**src/rtl/eth_fcs_framer.sv**
```systemverilog
// rtl/eth_fcs_framer.sv - Ethernet TX framer: preamble, frame bytes, zero padding, FCS from external CRC, IFG
module eth_fcs_framer #(
  parameter int PREAMBLE_EN = 1,
  parameter int MIN_FRAME   = 60,
  parameter int IFG_BYTES   = 12
) (
  input  logic        clk,
  input  logic        rst,
  input  logic [7:0]  in_data,
  input  logic        in_valid,
  input  logic        in_last,
  output logic        in_ready,
  output logic [7:0]  out_data,
  output logic        out_valid,
  output logic        out_last,
  input  logic        out_ready,
  output logic [7:0]  crc_data,
  output logic        crc_en,
  output logic        crc_clr,
  input  logic [31:0] crc_value,
  output logic        busy
);

  typedef enum logic [2:0] {IDLE, PREAMBLE, DATA, PAD, FCS, IFG} state_t;

  localparam logic [11:0] MIN_LEN  = 12'(MIN_FRAME);
  localparam logic [7:0]  IFG_LAST = 8'(IFG_BYTES - 1);

  state_t      state, state_nxt;
  logic [2:0]  pre_idx, pre_idx_nxt;
  logic [10:0] count, count_nxt;
  logic [1:0]  fcs_idx, fcs_idx_nxt;
  logic [7:0]  ifg_cnt, ifg_cnt_nxt;
  logic [11:0] count_inc;
  logic [10:0] count_sat;

  // count_inc is unsaturated so the pad decision stays exact near the limit
  assign count_inc = {1'b0, count} + 12'd1;
  assign count_sat = (count == 11'h7FF) ? count : count + 11'd1;

  always_ff @(posedge clk) begin
    if (rst) begin
      state   <= IDLE;
      pre_idx <= '0;
      count   <= '0;
      fcs_idx <= '0;
      ifg_cnt <= '0;
    end else begin
      state   <= state_nxt;
      pre_idx <= pre_idx_nxt;
      count   <= count_nxt;
      fcs_idx <= fcs_idx_nxt;
      ifg_cnt <= ifg_cnt_nxt;
    end
  end

  always_comb begin
    state_nxt   = state;
    pre_idx_nxt = pre_idx;
    count_nxt   = count;
    fcs_idx_nxt = fcs_idx;
    ifg_cnt_nxt = ifg_cnt;
    out_data    = 8'h00;
    out_valid   = 1'b0;
    out_last    = 1'b0;
    in_ready    = 1'b0;
    case (state)
      IDLE: begin
        if (in_valid) state_nxt = (PREAMBLE_EN != 0) ? PREAMBLE : DATA;
      end
      PREAMBLE: begin
        out_valid = 1'b1;
        out_data  = (pre_idx == 3'd7) ? 8'hD5 : 8'h55;
        if (out_ready) begin
          pre_idx_nxt = pre_idx + 3'd1;
          if (pre_idx == 3'd7) state_nxt = DATA;
        end
      end
      DATA: begin
        out_data  = in_data;
        out_valid = in_valid;
        in_ready  = out_ready;
        if (in_valid && out_ready) begin
          count_nxt = count_sat;
          if (in_last) state_nxt = (count_inc < MIN_LEN) ? PAD : FCS;
        end
      end
      PAD: begin
        out_valid = 1'b1;
        if (out_ready) begin
          count_nxt = count_sat;
          if (count_inc == MIN_LEN) state_nxt = FCS;
        end
      end
      FCS: begin
        out_valid = 1'b1;
        out_last  = (fcs_idx == 2'd3);
        case (fcs_idx)
          2'd0:    out_data = crc_value[7:0];
          2'd1:    out_data = crc_value[15:8];
          2'd2:    out_data = crc_value[23:16];
          default: out_data = crc_value[31:24];
        endcase
        if (out_ready) begin
          fcs_idx_nxt = fcs_idx + 2'd1;
          if (fcs_idx == 2'd3) state_nxt = IFG;
        end
      end
      IFG: begin
        if (ifg_cnt == IFG_LAST) begin
          ifg_cnt_nxt = '0;
          count_nxt   = '0;
          state_nxt   = IDLE;
        end else begin
          ifg_cnt_nxt = ifg_cnt + 8'd1;
        end
      end
      default: state_nxt = IDLE;
    endcase
  end

  assign crc_data = out_data;
  assign crc_en   = out_valid && out_ready && (state == DATA || state == PAD);
  assign crc_clr  = (state == IDLE) || (state == IFG);
  assign busy     = (state != IDLE);

endmodule
```
**config.mk**
```make
export PLATFORM = sky130hd
export DESIGN_NAME = eth_fcs_framer
export DESIGN_NICKNAME = d
export VERILOG_FILES = /design/src/rtl/eth_fcs_framer.sv
export SDC_FILE = /design/constraint.sdc
export NUM_CORES = 1
export LEC_CHECK = 0
export ABC_AREA = 0
export CAP_MARGIN = 30
export CORE_AREA = 2 2 73 75
export DETAILED_ROUTE_END_ITERATION = 10
export DIE_AREA = 0 0 75 77
export HOLD_SLACK_MARGIN = 0.1
export PLACE_DENSITY = 0.76
export SYNTH_ARGS = -nofsm -noshare
export SYNTH_HDL_FRONTEND = slang
export SYNTH_SLANG_ARGS = --single-unit
```
**constraint.sdc**
```tcl
create_clock -name clk -period 1.9 [get_ports clk]
set_input_delay 0.19 -clock clk [delete_from_list [all_inputs] [get_ports clk]]
set_output_delay 0.19 -clock clk [all_outputs]
set_load 0.02 [all_outputs]
```
Word-level counts from Yosys, hierarchy flattened:

Index checks and enable logic that the tools add are counted.

* logic and storage cells: 71
* output and inout bits: 22
* input port bits: 45
* flip-flop bits (word level): 27

* muxes and demuxes: 24
* magnitude comparators: 1
* add/subtract/negate cells: 5
* equality and inequality tests: 22
* reduce and logical (&&, ||, !) cells: 14

Operator list (number)
* 8-bit one-hot mux with 3 select lines: 2
* 11-bit two-way mux: 4
* 3-bit two-way mux: 11
* 11-bit one-hot mux with 3 select lines: 1
* 2-bit != test (second input constant): 10
* 3-bit one-hot mux with 6 select lines: 1
* 8-bit two-way mux: 2
* 11-bit by 1-bit adder with 12-bit output (second input constant): 1
* 12-bit by 6-bit equality test with 1-bit output (second input constant): 1
* 12-bit by 6-bit less-than comparator with 1-bit output (second input constant): 1
* 11-bit by 1-bit adder with 11-bit output (second input constant): 1
* 11-bit equality test (second input constant): 1
* 10-bit AND reduction: 1
* 3-bit equality test (second input constant): 3
* 8-bit by 1-bit adder with 8-bit output (second input constant): 1
* 8-bit by 4-bit equality test with 1-bit output (second input constant): 1
* 3-bit by 2-bit equality test with 1-bit output (second input constant): 2
* 3-bit nonzero test: 2
* 2-bit equality test (second input constant): 2
* 2-bit AND reduction: 2
* 4-bit AND reduction: 1
* 3-bit by 1-bit adder with 3-bit output (second input constant): 1
* 3-bit by 1-bit equality test with 1-bit output (second input constant): 1
* 1-bit logical AND: 3
* other kinds (8): 10

Depth between registers and ports, before layout:

* depth after elaboration: 6
* mapped depth: 8
* mapped depth without buffers: 7

Worst setup path before layout:

OpenSTA, ideal clock, no wires.

* path kind: reg-to-output
* start point: reg fcs_idx[0]
* end point: out out_data[0]
* data required time: 1710 ps
* buffers on the path: 2
* setup slack: -311 ps
* cell stages (with the launch flop): 7
* arrival: 2021 ps
* cell sequence: dfxtp_1 ha_1 clkbuf_1 mux2i_1 a22oi_1 o21ai_0 buf_4

* word-level cells in the longest chain between the ends: 3
* elaborated cells on any way between the ends: 5
* those cells by class: eq/ne: 2; mux: 2; reduce/logical: 1

Ends and longest elaborated chain
* start, declared: RTL line 32 `logic [1:0] fcs_idx, fcs_idx_nxt;`
* start signal, assigned: RTL line 52 `fcs_idx <= fcs_idx_nxt;`
* 2-bit equality test (tied with other cells): RTL line 98 `case (fcs_idx)`
* 8-bit one-hot mux with 3 select lines (*): RTL line 98
* 8-bit one-hot mux with 3 select lines (*): RTL line 67 `case (state)`
* end, declared: RTL line 13 `output logic [7:0] out_data,`

Every way passes the cells marked *; elsewhere a longest branch is shown, timed or not.

Worst setup path in the final report:

* start point: reg fcs_idx[1]
* end point: out crc_data[7]

* word-level cells in the longest chain between the ends: 3
* elaborated cells on any way between the ends: 5
* those cells by class: eq/ne: 2; mux: 2; reduce/logical: 1

Ends and longest elaborated chain
* 2-bit equality test (tied with other cells): RTL line 98
* 8-bit one-hot mux with 3 select lines (*): RTL line 98
* 8-bit one-hot mux with 3 select lines (*): RTL line 67
* end, declared: RTL line 17 `output logic [7:0] crc_data,`

Marked as above.

==> metrics.cfg <==
[run_status]
status=complete, but fails checks
violations=setup timing

[global_route]
grt_use_total=0.218
grt_start_max_net_pins=18
grt-ovfl-total=0
grt_pass1_wl_um=10100
antenna_found_initial=0
grt_pass1_vias=2185

[synth]
synthesis.nets=320
synth_top_area_frac=0.263
synth.area.mux_share=0.0439
synthTopCellsByCount=nor2_1, dfxtp_1, o21ai_0, nand2_1, a21oi_1
ys.flop_type=dfxtp_1
synthAdderAreaFrac=0.0549
synth_top_family_by_area=compound AO/OA/AOI/OAI gates
synth_top_area_cell=dfxtp_1
syn_area_sq_mm=0.00205
yosys_warnings=0
yosysSeqAreaShare=0.263
synth.top_cells.by_area=dfxtp_1, nor2_1, ha_1
synth_cells=266
synth_compound_area_frac=0.264
async_flop_share=0
synth-xor-area-share=0.0384
synth-simple-area-share=0.246
synth_edf_count=0
avgSynthCellArea_sq_um=7.71
yosysMostFrequentCell=nor2_1
synth_cell_types=51
synth_seq_cells=27

[detailed_routing]
top_layer_used=met4
ant_nets=0
drt_iter0_markers=179
wl_met2_um=3100
drtPass1Iterations=5
routed_via_density=5.36
drc=0
route.met3.wl_um=266
vias=2280
wl_met1_um=2790
drt-total-wl_um=6250
post_drt_wl_per_cell_um=14.7

[pwr]
power_uw=2700
p_leak_uw=0.00126
powerDensity_mw_per_mm2=862
irDropWorstVdd_uv=439
power_frac_clock=0.136
pwr-share-comb=0.629
p_int_uw=1570
switchingPower_uw=1130
switching_share=0.419
p_seq_frac=0.235

[hold_path]
hold_path_class=flip-flop to flip-flop
holdPathStages=2

[worst_setup_path]
path_buf_inv=2
path_depth=7
crit_type=flip-flop to output port
path_cells=inv_4 > ha_4 > a222oi_1 > mux2i_1 > a22oi_1 > o21ai_2 > buf_2
critPathMaxFanout=8
ff2ff_path_depth=10
crit_slowest_cell=dfxtp_4
cp.arrival_ps=1840
crit_required_ps=1710
cpLargestDelayFamily=compound AO/OA/AOI/OAI gates
worst_setup_path_start_kind=flip-flop
end_kind=output port
slowest_delay_ps=410

[finish]
area_delta_synth_final_pct=52.4
n_antenna_cell=0
fin_cells=425
drive_gt1_frac=0.273
nNetsFinal=410

[clocking]
clockRootBuffer=clkbuf_8
clock-sinks=27
cts_tree=done
insertion_delay_ps=290
htreeDepth=1
cts_buffer_depth=2
path_clk_slew_ps=110
cts_buffers=3
cts_hold_buf=0

[sta]
min_period_over_period=1.07
setup_viol=16
finalHoldViolations=0
fin_crit_ps=2030
max_freq_mhz=493
drv_slew=0
fin_ws_ps=-129
setup_tns_ps=-1450
relSlewSlack=0.736
rsz0062_at_grt=yes
worst_slew_pin_slew_ps=396
clock_skew_ps=14.4

[place]
port_buffers=66
dp_cells=417
dp_hpwl_um=4910
gp_congestion=0.914

[flow_run]
maxCapViolCount=0

[die]
die_w_um=75
die_h_um=77
design.core.area_sq_mm=0.00498
rows=26
initial_core_util=0.412
io_pins=67
dieArea_sq_mm=0.00578

## cell families after synthesis
group / count (synthesis)
buf+inv: 35
fa+ha+maj: 9
xor+xnor: 9
mux: 9
compound gates: 77
flops: 27
simple gates: 100
## layer usage
layer,vias to the layer above,track usage
met3,13,0.0315
met2,69,0.355
met1,1047,0.295
li1,1151,-
met4,0,0.0589
met5,-,0
## repair_timing
action | 4_1_cts | 5_1_grt
pin swaps | 15 | 16
resized for setup | 96 | 32
buffers inserted | 2 | 2
endpoints found under the setup margin | 29 | 29
## placed cells by master, fill, tap and decap left out, types with 3 or more instances in the layout
cell,count
nor2_1,36
dlygate4sd2_1,4
xor2_1,6
nand2_1,18
dfxtp_1,21
a21oi_1,16
a222oi_1,8
ha_4,4
mux2i_1,9
a22oi_1,5
buf_2,4
dfxtp_2,4
ha_1,3
o21ai_1,7
nand3_1,7
xnor2_1,3
or3_1,5
o21ai_0,14
inv_1,8
nor3_1,5
clkdlybuf4s50_1,44
clkbuf_8,3
o21ai_2,6
and3_1,5
buf_6,12
buf_4,44
nand4_1,9
## power groups by stage
stage                     Sequential (uW)  Clock [uW]  Combinational [uW]
after global routing                  638         386                1810
after global placement                644           0                1630
final                                 634         366                1700
after CTS                             632         366                1490
after floorplan                       633           0                 949
after detailed placement              646           0                1640
## worst reg2reg max path, cell delays in order, from the launching register on
cell and delay (ps):
dfxtp_4 380, buf_4 150, ha_4 190, buf_6 140
buf_4 130, a31oi_1 120, nand3_1 100, o211ai_2 100
buf_6 140, mux2i_1 190, a31oi_1 110
## final cells by class
cell class	instances	area [sq um]
clock buffer	3	41.3
clock inverter	1	8.76
fill	427	1850
inverter	11	46.3
multi-input combinational	204	1420
sequential	27	553
tap	70	87.6
timing repair buffer	109	971
## flip-flops by register name (all words and copies together) (netlist names)
name / flops
fcs_idx: 2
count: 11
pre_idx: 3
state: 3
ifg_cnt: 8
## final timing paths
| path | endpoint | startpoint | slack (ps) |
|---|---|---|---|
| max | crc_data[7] | fcs_idx[1]$_SDFFE_PP0P_ | -130 |
| min | ifg_cnt[1]$_SDFFE_PP0N_ | ifg_cnt[1]$_SDFFE_PP0N_ | 510 |
| min reg2reg | ifg_cnt[1]$_SDFFE_PP0N_ | ifg_cnt[1]$_SDFFE_PP0N_ | 510 |
| max reg2reg | state[1]$_SDFFE_PP0P_ | fcs_idx[0]$_SDFFE_PP0P_ | 30 |
## through the flow
step	setup slack [ps]	hold slack [ps]	util	area (sq um)
2_1_floorplan	-127	454	-	2070
3_3_place_gp	-312	463	0.596	2970
3_5_place_dp	-354	493	0.596	2970
4_1_cts	-149	509	0.605	3010
5_1_grt	-279	532	0.628	3130
6_report	-129	506	0.628	3130
No activity file was read; power rests on OpenSTA's default activity.
